<file path="config.mk">
export PLATFORM = sky130hd
export DESIGN_NAME = skew_pingpong_buf
export DESIGN_NICKNAME = d
export VERILOG_FILES = /design/src/rtl/skew_pingpong_buf_pkg.sv /design/src/rtl/skew_pingpong_buf_bank.sv /design/src/rtl/skew_pingpong_buf.sv
export SDC_FILE = /design/constraint.sdc
export NUM_CORES = 2
export LEC_CHECK = 0
export CAP_MARGIN = 10
export CORE_MARGIN = 2
export CORE_UTILIZATION = 41
export DETAILED_ROUTE_END_ITERATION = 12
export PLACE_DENSITY = 0.58
export SETUP_SLACK_MARGIN = 0.05
export SYNTH_ARGS = -nofsm -noshare
export SYNTH_HDL_FRONTEND = slang
export SYNTH_SLANG_ARGS = --single-unit
</file>
<file path="constraint.sdc">
create_clock -name clk -period 3.2 [get_ports clk]
set_input_delay 0.48 -clock clk [delete_from_list [all_inputs] [get_ports clk]]
set_output_delay 0.48 -clock clk [all_outputs]
set_load 0.05 [all_outputs]
</file>
<file path="src/rtl/skew_pingpong_buf_pkg.sv">
// Shared types and width helpers for the skewed ping-pong operand buffer.
package skew_pkg;

    typedef enum logic {IDLE = 1'b0, STREAM = 1'b1} state_t;

    function automatic int beats(input int dim);
        return 2 * dim - 1;
    endfunction

    function automatic int row_w(input int dim);
        return (dim > 1) ? $clog2(dim) : 1;
    endfunction

    function automatic int beat_w(input int dim);
        return (beats(dim) > 1) ? $clog2(beats(dim)) : 1;
    endfunction

endpackage

</file>
<file path="src/rtl/skew_pingpong_buf_bank.sv">
// One DIM x DIM operand bank: row write port plus a combinational skewed read
// that presents lane r with element k = t - r (zero outside the tile).
module skew_bank
    import skew_pkg::*;
#(
    parameter  int BITS = 8,
    parameter  int DIM  = 8,
    localparam int RW   = row_w(DIM),
    localparam int TW   = beat_w(DIM)
) (
    input  logic                           clk,
    input  logic                           rst_n,
    input  logic                           we_i,
    input  logic [RW-1:0]                  row_i,
    input  logic [DIM-1:0][BITS-1:0]       data_i,
    input  logic [TW-1:0]                  t_i,
    input  logic                           tr_i,
    output logic [DIM-1:0][BITS-1:0]       lanes_o
);

    logic [DIM-1:0][DIM-1:0][BITS-1:0] mem_q;
    logic [TW-1:0]                     k;

    always_ff @(posedge clk or negedge rst_n) begin
        if (!rst_n) begin
            mem_q <= '0;
        end else if (we_i) begin
            mem_q[row_i] <= data_i;
        end
    end

    // Transpose swaps the row/column roles so the same bank feeds either array edge.
    always_comb begin
        lanes_o = '0;
        k       = '0;
        for (int r = 0; r < DIM; r++) begin
            if (t_i >= TW'(r) && (t_i - TW'(r)) < TW'(DIM)) begin
                k          = t_i - TW'(r);
                lanes_o[r] = tr_i ? mem_q[k[RW-1:0]][r] : mem_q[r][k[RW-1:0]];
            end
        end
    end

endmodule

</file>
<file path="src/rtl/skew_pingpong_buf.sv">
// Double-buffered skewed operand feeder: one bank loads rows while the other
// streams a diagonal wavefront of 2*DIM-1 beats into the systolic array edge.
module skew_pingpong_buf
    import skew_pkg::*;
#(
    parameter  int BITS = 8,
    parameter  int DIM  = 8,
    localparam int RW   = row_w(DIM)
) (
    input  logic                                clk,
    input  logic                                rst_n,
    input  logic                                wr_en,
    input  logic [RW-1:0]                       wr_row,
    input  logic signed [DIM-1:0][BITS-1:0]     wr_data,
    input  logic                                wr_commit,
    output logic                                wr_ready,
    input  logic                                start,
    input  logic                                transpose,
    input  logic                                en,
    output logic                                rd_ready,
    output logic                                busy,
    output logic                                out_valid,
    output logic signed [DIM-1:0][BITS-1:0]     out_data,
    output logic                                done
);

    localparam int            TW   = beat_w(DIM);
    localparam logic [TW-1:0] LAST = TW'(beats(DIM) - 1);

    state_t                           state_q;
    logic [1:0]                       full_q, full_d;
    logic                             wsel_q, wsel_d, rsel_q;
    logic [TW-1:0]                    t_q;
    logic                             tr_q;
    logic signed [DIM-1:0][BITS-1:0]  out_data_q;
    logic                             out_valid_q, done_q;
    logic [1:0][DIM-1:0][BITS-1:0]    lanes;
    logic                             wr_ok, commit_ok, last_beat;

    assign wr_ok     = wr_en && !full_q[wsel_q];
    assign commit_ok = wr_commit && !full_q[wsel_q];
    assign last_beat = (state_q == STREAM) && en && (t_q == LAST);

    for (genvar b = 0; b < 2; b++) begin : g_bank
        skew_bank #(.BITS(BITS), .DIM(DIM)) u_bank (
            .clk     (clk),
            .rst_n   (rst_n),
            .we_i    (wr_ok && (wsel_q == 1'(b))),
            .row_i   (wr_row),
            .data_i  (wr_data),
            .t_i     (t_q),
            .tr_i    (tr_q),
            .lanes_o (lanes[b])
        );
    end

    // Commit and stream end touch distinct banks, so both can apply in one cycle.
    always_comb begin
        full_d = full_q;
        wsel_d = wsel_q;
        if (commit_ok) begin
            full_d[wsel_q] = 1'b1;
            wsel_d         = !wsel_q;
        end
        if (last_beat) full_d[rsel_q] = 1'b0;
    end

    always_ff @(posedge clk or negedge rst_n) begin
        if (!rst_n) begin
            state_q     <= IDLE;
            full_q      <= '0;
            wsel_q      <= 1'b0;
            rsel_q      <= 1'b0;
            t_q         <= '0;
            tr_q        <= 1'b0;
            out_data_q  <= '0;
            out_valid_q <= 1'b0;
            done_q      <= 1'b0;
        end else begin
            full_q      <= full_d;
            wsel_q      <= wsel_d;
            out_valid_q <= 1'b0;
            done_q      <= 1'b0;
            case (state_q)
                IDLE: begin
                    if (start && full_q[rsel_q]) begin
                        state_q <= STREAM;
                        t_q     <= '0;
                        tr_q    <= transpose;
                    end
                end
                STREAM: begin
                    if (en) begin
                        out_data_q  <= lanes[rsel_q];
                        out_valid_q <= 1'b1;
                        if (last_beat) begin
                            done_q  <= 1'b1;
                            rsel_q  <= !rsel_q;
                            state_q <= IDLE;
                            t_q     <= '0;
                        end else begin
                            t_q <= t_q + TW'(1);
                        end
                    end
                end
                default: state_q <= IDLE;
            endcase
        end
    end

    assign out_data  = out_data_q;
    assign out_valid = out_valid_q;
    assign done      = done_q;
    assign busy      = (state_q == STREAM);
    assign rd_ready  = (state_q == IDLE) && full_q[rsel_q];
    assign wr_ready  = !full_q[wsel_q];

endmodule

</file>
; Word-level counts from Yosys, hierarchy flattened
; Index checks and enable logic that the tools add are counted.
[totals]
n_memories = 0
latch_bits = 0
out_inout_bits = 69
romBits = 0
reg_bits = 1100
mem_bits_rw = 0
wordCells = 341
[classes]
add_sub_neg = 8
magnitude_cmp = 30
reduce_logical = 26
mul = 0
n_div = 0
shift = 0
n_bitwise = 5
n_eq_ne = 3
mux = 125
[op_table]
columns = op, n
row1 = 64-bit binary-select mux with 3-bit select, 16
row2 = 512-bit bitwise mux, 2
row3 = 8-bit 2-to-1 mux, 50
row4 = 8-bit binary-select mux with 3-bit select, 16
row5 = 64-bit 2-to-1 mux, 5
row6 = 64-bit demux with 3-bit select, 1
row7 = 56-bit 2-to-1 mux, 2
row8 = 48-bit 2-to-1 mux, 2
row9 = 40-bit 2-to-1 mux, 2
row10 = 32-bit 2-to-1 mux, 2
row11 = 24-bit 2-to-1 mux, 2
row12 = "3-bit by 4-bit less-than comparator with 1-bit output, second input constant", 9
row13 = "4-bit less-than comparator, second input constant", 8
row14 = 16-bit 2-to-1 mux, 2
row15 = 1-bit logical AND, 19
row16 = "4-bit by 3-bit >= comparator with 1-bit output, second input constant", 4
row17 = "4-bit by 3-bit subtractor with 4-bit output, second input constant", 4
row18 = 1-bit 2-to-1 mux, 14
row19 = 4-bit 2-to-1 mux, 3
row20 = "4-bit by 1-bit >= comparator with 1-bit output, second input constant", 2
row21 = "4-bit by 2-bit >= comparator with 1-bit output, second input constant", 2
row22 = 4-bit case mux with 2 select lines, 1
row23 = "4-bit by 2-bit subtractor with 4-bit output, second input constant", 2
row24 = 2-bit AND reduction, 3
row25 = other kinds (16), 24

; Logic depth before layout (Yosys ltp)
[logic_depth]
depth_word = 8
depth_mapped = 16
depth_no_buf = 7

; Hierarchy
; From an unflattened synthesis, not the netlist that was laid out.
[unflattened]
cells_unflattened = 3752
area_unflattened_um2 = 58305.9
[by_module_without_submodules]
columns = mod, area_each_um2, cells_each, instances, seq_area_each_um2
row1 = skew_bank (g_bank[1].u_bank), 27467.6, 1710, 1, 12812.3
row2 = skew_bank (g_bank[0].u_bank), 27304.9, 1711, 1, 12812.3
row3 = skew_pingpong_buf, 3533.4, 331, 1, 1901.8

; Least setup slack after synthesis
; OpenSTA, ideal clock, no wires.
[synth_path]
kind = register to register
from = reg t_q[1]
to = reg out_data_q (netlist bit out_data[54])
path_stages_with_launch = 16
path_buffers = 8
setup_slack_ps = -50
required_ps = 3062
setup_time_ps = 138
arrival_ps = 3112
path_cell_list = dfrtp_1 buf_2 buf_4 buf_2 inv_2 clkbuf_1 ha_1 buf_2 buf_6 buf_4 buf_2 mux4_2 nand2_1 a21oi_1 nor4_1 o21ai_0
[synth_between]
elab_chain_cells = 7
word_cells_on_any_way = 18
[synth_rtl]
columns = item, line
row1 = "start, declared", skew_pingpong_buf.sv:33  ; logic [TW-1:0] t_q;
row2 = "start signal, assigned", skew_pingpong_buf.sv:102  ; t_q <= t_q + TW'(1);
row3 = 4-bit by 3-bit subtractor with 4-bit output, skew_pingpong_buf_bank.sv:37  ; if (t_i >= TW'(r) && (t_i - TW'(r)) < TW'(DIM)) begin
row4 = 8-bit binary-select mux with 3-bit select or 64-bit binary-select mux with 3-bit select (tied branches), skew_pingpong_buf_bank.sv:39  ; lanes_o[r] = tr_i ? mem_q[k[RW-1:0]][r] : mem_q[r][k[RW-1:0]];
row5 = 8-bit 2-to-1 mux (implied by the code) or 56-bit 2-to-1 mux (tied branches), skew_pingpong_buf_bank.sv:39
row6 = 8-bit 2-to-1 mux, skew_pingpong_buf_bank.sv:39
row7 = 8-bit 2-to-1 mux, skew_pingpong_buf_bank.sv:37
row8 = 64-bit 2-to-1 mux (implied by the code) (*) (2 in a row), skew_pingpong_buf.sv:94  ; out_data_q <= lanes[rsel_q];
row9 = "end signal, assigned", skew_pingpong_buf.sv:94
row10 = "end, declared", skew_pingpong_buf.sv:35  ; logic signed [DIM-1:0][BITS-1:0] out_data_q;
; Mark *: on every way between the ends. The rest lies on a longest branch, timed or not. The select of a mux whose other input is x is not followed.
; A chain may end at the register's enable or synchronous reset.

; Worst setup path after layout
[layout_path]
from = reg t_q[1]
to = reg out_data_q (netlist bit out_data[47])
[layout_between]
elab_chain_cells = 7
word_cells_on_any_way = 18
[layout_rtl]
columns = item, line
row1 = 4-bit by 3-bit subtractor with 4-bit output, skew_pingpong_buf_bank.sv:37
row2 = 8-bit binary-select mux with 3-bit select or 64-bit binary-select mux with 3-bit select (tied branches), skew_pingpong_buf_bank.sv:39
row3 = 8-bit 2-to-1 mux (implied by the code) or 48-bit 2-to-1 mux (tied branches), skew_pingpong_buf_bank.sv:39
row4 = 8-bit 2-to-1 mux, skew_pingpong_buf_bank.sv:39
row5 = 8-bit 2-to-1 mux, skew_pingpong_buf_bank.sv:37
row6 = 64-bit 2-to-1 mux (implied by the code) (*) (2 in a row), skew_pingpong_buf.sv:94
; Marked as above.

==> results.py <==
metrics = {
    "flow_run": {
        "max_cap_violations": 0,
    },
    "final_layout": {
        "mostFrequentLayoutCell": "dfrtp_1",
        "area.growth.synth_to_final_pct": 15.14,
        "fin_cells": 6137,
        "fin_nets": 4228,
        "multi_input_area_sq_um": 28230,
        "register_area_sq_um": 27540,
        "most-common-layout-cells": "dfrtp_1 (1,096), mux2_2 (1,025), mux4_2 (402)",
        "nFillCells": 12320,
        "drive_above_1_share_pct": 44.30,
    },
    "pwr": {
        "seqPwrFrac_pct": 30.1,
        "total_power_uw": 57210,
        "p_leak_uw": 0.02980,
        "ir_worst_vdd_uv": 1027,
        "sw_frac_of_total_pct": 40.19,
        "power_density_nw_per_um2": 863.5,
        "p_clk_share_pct": 26.2,
        "p_int_uw": 34220,
        "power_frac_comb_pct": 43.8,
        "p_sw_uw": 22990,
    },
    "place": {
        "place.port_buffers": 142,
        "place_congestion": 0.8782,
        "pre_cts_slack_ns": 0.1448,
        "hpwl_mm": 139.8,
        "dp.cells": 5894,
    },
    "logic_synthesis": {
        "syn_nets": 4149,
        "synthArstFlopShare_pct": 100.0,
        "syn_area_per_cell_sq_um": 14.17,
        "synth_area_leaders": "dfrtp_1 (48%), mux2_2 (20%), mux4_2 (16%), mux2i_1 (4.3%), nand2_1 (1.4%)",
        "yosys_warnings": 0,
        "synth_area_sq_um": 57540,
        "synth_top_area_share_pct": 47.84,
        "synth.largest_area_cell": "dfrtp_1",
        "synth_ff_type": "dfrtp_1",
        "synth_simple_gate_area_share_pct": 3.749,
        "synth_xor_area_share_pct": 0.1696,
        "synth_edf_count": 0,
        "synth_fa_ha_area_share_pct": 0.2827,
        "seq_area_frac_synth_pct": 47.84,
        "synth_compound_area_share_pct": 4.344,
        "synth_mux_area_share_pct": 40.09,
        "ys_ff_latch": 1100,
        "synth_cells": 4062,
        "synth_top_family_by_area": "multiplexers",
        "ys_types": 54,
    },
    "critical_path": {
        "cp_slowest_cell": "mux4_2",
        "worstSetupPathType": "flip-flop to flip-flop",
        "slowest_delay_ns": 0.55,
        "regToRegStartpoint": "t_q[1]",
        "endpoint_kind": "flip-flop",
        "crit_path_cell_trace": "clkinv_2 > ha_4 > buf_12 > mux4_2 > nor2_1 > nor3_1 > or4_1 > a22o_1",
        "crit_start": "t_q[1]",
        "cp_num_buf_inv": 2,
        "required_ns": 3.84,
        "cp-start-kind": "flip-flop",
        "arrival_ns": 3.65,
        "cp_top_family": "simple AND/OR/NAND/NOR gates",
        "cp_max_fo": 37,
    },
    "detailed_routing": {
        "drt_iter0_markers": 3745,
        "routed_wl_mm": 209.3,
        "via_count": 39080,
        "ant_nets": 0,
        "viasPerCell": 6.368,
        "drt_first_pass_iters": 6,
        "routedWlPerCell_um": 34.11,
        "remaining_drc_errors": 0,
    },
    "timing": {
        "grt_setup_unrepaired": "false",
        "worst_slack_ns": 0.1863,
        "fin_skew_ns": 0.02656,
        "finalMaxSlewViolations": 0,
        "post-route-min-period_ns": 3.014,
        "slew_headroom_pct": 26.10,
        "setup_violations": 0,
        "hold_viol": 0,
        "tightest_slew_ns": 1.105,
        "finalCritPeriodShare_pct": 94.18,
        "whs_ns": 0.2789,
        "fin_tns_setup_ns": 0,
        "max_freq_ghz": 0.3318,
    },
    "die": {
        "ios": 143,
        "die_w_um": 378.6,
        "dieArea_sq_um": 143400,
        "core_sq_um": 139400,
        "rows": 137,
        "initial_utilization_pct": 41.29,
        "die_y_um": 378.6,
    },
    "clock_network": {
        "numCtsBuffers": 120,
        "cts_tree": "built",
        "root_buffer": "clkbuf_16",
        "clk_latency_ns": 0.77,
        "clock_sinks": 1100,
        "clkTransAtPathRegs_ns": 0.06,
        "htree_levels": 3,
        "cts_max_path_buffers": 3,
    },
    "global_route": {
        "grt_util_all_layers_pct": 29.39,
        "grt_max_degree": 135,
        "grt_pass1_wl_mm": 301.4,
        "grt_pass1_vias": 39240,
        "grt.overflow.total": 0,
        "antenna_found_initial": 34,
    },
    "min_path": {
        "hold_class": "input port to asynchronous set/reset pin",
    },
    "outcome": {
        "status": "finished, final reports clean",
    },
}
[cells in the mapped netlist (all sizes together) (7+ instances only)]
master	instances
nand2b	25
nand2	208
nand3	26
o32ai	11
a211oi	8
o21ai	67
a22o	16
mux2i	247
o22ai	100
mux2	1025
a22oi	25
a21oi	108
a32o	7
dfrtp	1100
clkbuf	156
nor2	107
buf	227
nor2b	13
o2111ai	30
nor3	24
nand4	42
nor4	17
o211ai	7
mux4	402
ha	13
inv	11
[registers in the layout, indices dropped and copies added, names as in the netlist]
name and flops:
g_bank.u_bank.mem_q 1024, out_data 64, t_q 4, full_q 2, busy 1, done 1
out_valid 1, rsel_q 1, tr_q 1, wsel_q 1
[layout make-up]
| class | instances | area share, % |
|---|---|---|
| inverters | 12 | 0.06987 |
| well taps | 1876 | 3.543 |
| flip-flops and latches | 1100 | 41.57 |
| repair buffers | 340 | 5.756 |
| diodes | 19 | 0.07176 |
| clock buffers | 174 | 5.341 |
| clock inverters | 49 | 1.046 |
| multi-input cells | 2567 | 42.61 |
[path summary, 6_finish.rpt]
check | slack [ns] | cells after the start | endpoint
worst min register to register | 0.47 | 2 | out_data[39]
min in group clk | 0.37 | 2 | tr_q
worst max-delay path | 0.19 | 8 | out_data[47]
worst max register to register | 0.19 | 8 | out_data[47]
max in group asynchronous | 1.71 | 3 | out_data[14]
worst min-delay path | 0.28 | 2 | g_bank[1].u_bank.mem_q[128]
[logic make-up (layout without fill, tap and decap cells)]
family | after synthesis | count (layout)
AO/OA/AOI/OAI | 395 | 395
XOR/XNOR | 9 | 9
adder cells (fa/ha/maj) | 13 | 13
buffers and inverters | 395 | 575
flip-flops | 1100 | 1100
multiplexers | 1674 | 1674
other | 0 | 19
AND/OR/NAND/NOR | 476 | 476
[layer usage]
layer / up-vias / share of wire, % / routed length (um) / GRT usage, %
li1: 15690 / - / - / -
met1: 21440 / 43 / 89920 / 41.41
met2: 1607 / 46 / 97130 / 45.09
met3: 336 / 7.1 / 14770 / 5.718
met4: 12 / 3.6 / 7438 / 10.91
met5: - / 0.039 / 81 / 0
[power by group through the flow]
| stage | sequential (uW) | combinational, uW | clock, uW |
|---|---|---|---|
| CTS | 17200 | 24900 | 15200 |
| global route | 17400 | 26000 | 15700 |
| detailed placement | 17400 | 24800 | 0 |
| finish | 17200 | 25000 | 15000 |
| floorplan | 17400 | 14800 | 0 |
| global placement | 17400 | 24700 | 0 |
[metrics by stage]
stage               util [%]  instance area [sq um]
CTS                    47.50                  66200
global placement       44.46                  61960
floorplan                  -                  57550
detailed placement     44.46                  61960
global route           47.53                  66240
finish                 47.54                  66250
[repair_timing]
action                                 4_1_cts  5_1_grt
hold buffers                                 1        0
setup buffers                                0        0
setup endpoints to repair                    0        1
resized for setup                            0        1
endpoints found under the hold margin       30        0
No activity file was read; power rests on OpenSTA's default activity.
